## src/rtl/gray_source_if.sv

```systemverilog
// ============================================================================
// Module   : gray_source_if
// Purpose  : Control/data bundle between a Gray-code source and its user.
//            Carries the parity line only when GRAY_PARITY_EN is defined.
// Revision : 1.0
// ============================================================================
`default_nettype none

interface gray_source_if #(
    parameter int WIDTH = 4
) ();
    logic             run;
    logic             step;
    logic             dir;
    logic             load;
    logic [WIDTH-1:0] load_val;
    logic [WIDTH-1:0] gray_out;
    logic [WIDTH-1:0] bin_out;
    logic             tick;
    logic             wrap;
    logic [1:0]       state_out;
`ifdef GRAY_PARITY_EN
    logic             parity;
`endif

    modport master (
        output run, step, dir, load, load_val,
        input  gray_out, bin_out, tick, wrap, state_out
`ifdef GRAY_PARITY_EN
        , input parity
`endif
    );

    modport slave (
        input  run, step, dir, load, load_val,
        output gray_out, bin_out, tick, wrap, state_out
`ifdef GRAY_PARITY_EN
        , output parity
`endif
    );
endinterface

`default_nettype wire

```

## src/rtl/gray_source_tx.sv

```systemverilog
// ============================================================================
// Module   : gray_source_tx
// Purpose  : Binary counter advanced by prescaled free-run or single step,
//            driving a registered Gray word. Optional macro: GRAY_PARITY_EN.
// Revision : 1.0
// ============================================================================
`default_nettype none

module gray_source_tx #(
    parameter int WIDTH    = 4,
    parameter int TICK_DIV = 25000000
) (
    input  logic          clk,
    input  logic          rst,
    gray_source_if.slave  bus
);

    localparam int             PW   = (TICK_DIV > 2) ? $clog2(TICK_DIV) : 1;
    localparam logic [PW-1:0]  TERM = PW'(TICK_DIV - 1);

    typedef enum logic [1:0] {
        IDLE = 2'b00,
        RUN  = 2'b01,
        STEP = 2'b10
    } state_t;

    state_t           state;
    logic [PW-1:0]    presc;
    logic             step_d;
    logic [WIDTH-1:0] count;
    logic [WIDTH-1:0] gray_word;
    logic             tick_pulse;
    logic             wrap_pulse;

    logic             step_rise;
    logic             terminal;
    logic             do_advance;
    logic [WIDTH-1:0] next_count;
    logic             next_wrap;

    function automatic logic [WIDTH-1:0] to_gray(input logic [WIDTH-1:0] b);
        return b ^ (b >> 1);
    endfunction

    assign step_rise  = bus.step & ~step_d;
    assign terminal   = (presc == TERM);
    assign next_count = bus.dir ? (count + 1'b1) : (count - 1'b1);
    assign next_wrap  = bus.dir ? (&count) : ~(|count);

    // A load pre-empts any advance due in the same cycle.
    assign do_advance = ~bus.load &
                        ((state == STEP) | ((state == RUN) & bus.run & terminal));

`ifdef GRAY_PARITY_EN
    logic parity_bit;
`endif

    always_ff @(posedge clk) begin
        if (rst) begin
            state      <= IDLE;
            presc      <= '0;
            step_d     <= 1'b0;
            count      <= '0;
            gray_word  <= '0;
            tick_pulse <= 1'b0;
            wrap_pulse <= 1'b0;
`ifdef GRAY_PARITY_EN
            parity_bit <= 1'b0;
`endif
        end else begin
            // The edge register follows step in every state so nothing stale fires later.
            step_d     <= bus.step;
            tick_pulse <= do_advance;
            wrap_pulse <= do_advance & next_wrap;

            if (do_advance) begin
                count     <= next_count;
                gray_word <= to_gray(next_count);
`ifdef GRAY_PARITY_EN
                parity_bit <= ^to_gray(next_count);
`endif
            end

            if (bus.load) begin
                count     <= bus.load_val;
                gray_word <= to_gray(bus.load_val);
                presc     <= '0;
`ifdef GRAY_PARITY_EN
                parity_bit <= ^to_gray(bus.load_val);
`endif
            end else begin
                case (state)
                    IDLE: begin
                        if (bus.run) begin
                            state <= RUN;
                            presc <= '0;
                        end else if (step_rise) begin
                            state <= STEP;
                        end
                    end
                    STEP: begin
                        state <= IDLE;
                    end
                    RUN: begin
                        if (!bus.run) begin
                            state <= IDLE;
                            presc <= '0;
                        end else if (terminal) begin
                            presc <= '0;
                        end else begin
                            presc <= presc + 1'b1;
                        end
                    end
                    default: begin
                        state <= IDLE;
                        presc <= '0;
                    end
                endcase
            end
        end
    end

    assign bus.gray_out  = gray_word;
    assign bus.bin_out   = count;
    assign bus.tick      = tick_pulse;
    assign bus.wrap      = wrap_pulse;
    assign bus.state_out = state;
`ifdef GRAY_PARITY_EN
    assign bus.parity    = parity_bit;
`endif

endmodule

`default_nettype wire

```

## src/flat_wrapper.sv

```systemverilog
// flat-port wrapper written by rule: the top's interface ports become plain ports
module gray_source_tx_flat 
#(
    parameter int WIDTH    = 4,
    parameter int TICK_DIV = 25000000
)
  (clk, rst, bus_run, bus_step, bus_dir, bus_load, bus_load_val, bus_gray_out, bus_bin_out, bus_tick, bus_wrap, bus_state_out);
  gray_source_if #(.WIDTH(WIDTH)) bus_i ();
  input  logic clk;
  input  logic rst;
  input wire logic [$bits(bus_i.run)-1:0] bus_run;
  input wire logic [$bits(bus_i.step)-1:0] bus_step;
  input wire logic [$bits(bus_i.dir)-1:0] bus_dir;
  input wire logic [$bits(bus_i.load)-1:0] bus_load;
  input wire logic [$bits(bus_i.load_val)-1:0] bus_load_val;
  output wire logic [$bits(bus_i.gray_out)-1:0] bus_gray_out;
  output wire logic [$bits(bus_i.bin_out)-1:0] bus_bin_out;
  output wire logic [$bits(bus_i.tick)-1:0] bus_tick;
  output wire logic [$bits(bus_i.wrap)-1:0] bus_wrap;
  output wire logic [$bits(bus_i.state_out)-1:0] bus_state_out;
  assign bus_i.run = bus_run;
  assign bus_i.step = bus_step;
  assign bus_i.dir = bus_dir;
  assign bus_i.load = bus_load;
  assign bus_i.load_val = bus_load_val;
  assign bus_gray_out = bus_i.gray_out;
  assign bus_bin_out = bus_i.bin_out;
  assign bus_tick = bus_i.tick;
  assign bus_wrap = bus_i.wrap;
  assign bus_state_out = bus_i.state_out;
  gray_source_tx #(.WIDTH(WIDTH), .TICK_DIV(TICK_DIV)) u_core (.clk(clk), .rst(rst), .bus(bus_i));
endmodule
```

## config.mk

```make
export PLATFORM = sky130hd
export DESIGN_NAME = gray_source_tx_flat
export DESIGN_NICKNAME = d
export VERILOG_FILES = /design/src/rtl/gray_source_if.sv /design/src/rtl/gray_source_tx.sv /design/src/flat_wrapper.sv
export SDC_FILE = /design/constraint.sdc
export NUM_CORES = 1
export LEC_CHECK = 0
export CAP_MARGIN = 10
export CORE_MARGIN = 2
export CORE_UTILIZATION = 56
export CTS_CLUSTER_DIAMETER = 150
export DETAILED_ROUTE_END_ITERATION = 8
export PLACE_DENSITY = 0.89
export SLEW_MARGIN = 30
export SYNTH_ARGS = -nofsm -noshare
export SYNTH_HDL_FRONTEND = slang
export SYNTH_SLANG_ARGS = --single-unit
```

## constraint.sdc

```tcl
create_clock -name clk -period 2.5 [get_ports clk]
set_clock_uncertainty 0.15 [all_clocks]
set_input_delay 0.625 -clock clk [delete_from_list [all_inputs] [get_ports clk]]
set_output_delay 0.625 -clock clk [all_outputs]
set_load 0.1 [all_outputs]
```

==> results.toml <==
[place]
place_area_um2 = 2370
dp_hpwl_um = 3300
pre_cts_slack_ns = -0.154
port_buffers = 21
routabilityCongestion = 0.860

[setup_path]
critical_path_required_ns = 2.54
crit_path_cell_trace = "clkdlybuf4s50_1, inv_1, ha_1, a21o_1, a21oi_1, xnor2_1, nor3_1, o31a_1"
arrival_ns = 2.38
crit_buf_inv = 2
rr_startpoint = "u_core.presc[15]"
cpMaxStageDelayCell = "clkdlybuf4s50_1"
rrSetupSlack_ns = 0.35
crit_path_end_kind = "flip-flop"
start_kind = "input port"
cp_top_family = "compound AO/OA/AOI/OAI gates"
slowest_delay_ns = 0.48
worstSetupPathType = "input port to flip-flop"
crit_fanout = 3
rr_endpoint = "u_core.bus.bin_out[1]"
worst_r2r_path_depth = 5

[clock_tree]
cts_tree = "done"
cts.sinks = 37
insertion_delay_ns = 0.29
cts_max_path_buffers = 2
hold_buffers = 0
cts-root-buf = "clkbuf_8"
htreeDepth = 2
cts_setup_buffers = 0
cts_resized = 0
cts_buffers = 5
clk_pin_slew_ns = 0.07

[min_path]
min-delay-start = "u_core.bus.gray_out[0]"
hold_path_class = "flip-flop to flip-flop"
min_to = "u_core.bus.gray_out[0]"
worstHoldPathCells = 2

[outcome]
status = "finished clean"

[detailed_routing]
vias_per_cell = 5.59
drt-pass1-iter-count = 4
drt_iter0_drc = 128
detail-route-antenna-nets = 0
drc = 0
vias = 1788
routedWlPerCell_um = 13.8
drt-total-wl_um = 4430

[pwr]
peakVddDrop_mv = 0.386
p_leak_nw = 0.936
power_density_nw_per_um2 = 568

[logic_synthesis]
yosysTopAreaCell = "dfxtp_1"
async_flop_share_pct = 0
ys_ff_latch = 37
synth_top_cell_area_share_pct = 35.6
yosysMostFrequentCell = "dfxtp_1"
synth-edff-count = 0
synth_area_um2 = 2080
synth_fp_nets = 256
syn_area_per_cell_um2 = 8.59
synth-seq-area-share_pct = 35.6
synthTopCellsByCount = "37 x dfxtp_1, 26 x nor2_1, 19 x nand2_1"
synthCells = 242
synth_ff_type = "dfxtp_1"
synthTopCellsByArea = "dfxtp_1 36%, xor2_1 5.5%, xnor2_1 5.1%, nor2_1 4.7%, nand2_1 3.4%"
ys_types = 52
ys_warn_count = 0

[sta]
maxSlewViolCount = 0
clock.fmax_ghz = 0.427
max_slew_margin_pct = 60.8
min_period_ns = 2.34
setup_viol = 0
hold_ws_ns = 0.332
finalSetupTns_ns = 0
rsz0062_at_grt = "false"
worstMarginPinSlew_ns = 0.586
hold_viol = 0
fin_crit_sh_pct = 93.7
final.setup.worst_slack_ns = 0.157

[floorplanning]
die_h_um = 64.9
num_rows = 22
die_x_um = 64.9
io-pin-count = 22
core-area_um2 = 3610
dieArea_um2 = 4220
initial_utilization_pct = 57.7

[layout]
antennaDiodeCount = 0
drive_above_1_share_pct = 18.0
final_area_um2 = 2490
area_growth_pct = 19.9
fin_nets = 285
post-route-util_pct = 69.2

[flow_run]
max_cap_viol_count = 0

[global_routing]
grt_max_degree = 17
grt_pass1_wl_um = 7880
grt_pass1_vias = 1734
grt_overflow = 0
antenna_found_initial = 0
grtUsageTotal_pct = 23.9
cell families after synthesis:
logic type      count (synthesis)  synth area share (%)
compound gates                 38                  13.5
xor+xnor                       25                  10.5
fa+ha+maj                       4                  2.77
buf+inv                        23                  4.87
flops                          37                  35.6
mux                             5                  2.41
simple gates                  110                  30.3
placed cells by master, fill, tap and decap left out, types with 2 or more instances in the layout:
cell type and count:
a211oi_1 3, a21oi_1 8, a21oi_2 2, a31oi_1 3, a32oi_1 4, and3_1 4, and4_1 3, buf_4 24
clkbuf_8 6, clkdlybuf4s50_1 9, dfxtp_1 34, dfxtp_2 3, ha_1 3, inv_1 10, mux2i_1 5, nand2_1 19
nand2b_1 4, nand3_1 9, nand4_1 9, nand4b_1 2, nor2_1 26, nor2b_1 3, nor3_1 9, nor3b_1 3
nor4_1 4, nor4_4 2, o2111ai_1 3, o211ai_2 2, o21a_1 2, o21ai_0 2, or2_2 2, or4_1 3
or4b_1 2, xnor2_1 12, xor2_1 13
stage by stage:
stage	instances	power, mW
detailed placement	312	0.891
CTS	320	1.43
global route	320	1.47
finish	320	1.42
global placement	312	0.883
floorplan	242	0.815
final cells by class:
cell class                 instances  area, µm²
inverter                          11       41.3
clock inverter                     2       37.5
sequential                        37        744
tap                               48       60.1
fill                             278       1110
timing repair buffer              34        290
multi-input combinational        182       1240
clock buffer                       6       82.6
per-layer routing:
| layer | GRT usage [%] | vias to the layer above | part of all wire, % |
|---|---|---|---|
| met2 | 40.6 | 25 | 50 |
| met4 | 8.78 | 0 | 1.8 |
| met1 | 29.3 | 829 | 45 |
| met5 | 0 | - | 0 |
| met3 | 5.56 | 8 | 2.8 |
| li1 | - | 926 | - |
worst max-delay path by stage:
stage | startpoint | to | slack, ns | cells past startpoint
2_1_floorplan | u_core.bus.bin_out[2] | u_core.bus.bin_out[3] | 0.17 | 5
3_3_place_gp | bus_dir | u_core.bus.bin_out[3] | -0.08 | 8
3_5_place_dp | bus_dir | u_core.bus.bin_out[3] | -0.15 | 8
4_1_cts | bus_dir | u_core.bus.bin_out[3] | 0.16 | 8
5_1_grt | bus_run | u_core.presc[16] | 0.07 | 7
6_report | bus_dir | u_core.bus.bin_out[3] | 0.16 | 8
power by group:
part	internal, mW	total (mW)	switching (mW)
clock network	0.324	0.538	0.214
logic	0.0897	0.262	0.172
registers	0.602	0.616	0.0138
worst reg2reg max path, delay by kind of cell, from the launching register on:
kind	cells	cell delay [ns]
AO/OA/AOI/OAI	2	0.25
AND/OR/NAND/NOR	3	1.34
flip-flops	1	0.35
sequential cells by signal, indices dropped and copies added (netlist names):
signal and flops:
u_core.bus.bin_out 4, u_core.bus.state_out 2, u_core.bus.wrap 1, u_core.bus.tick 1, u_core.step_d 1, u_core.presc 25, u_core.bus.gray_out 3
Power figures use the tool's default switching activity.
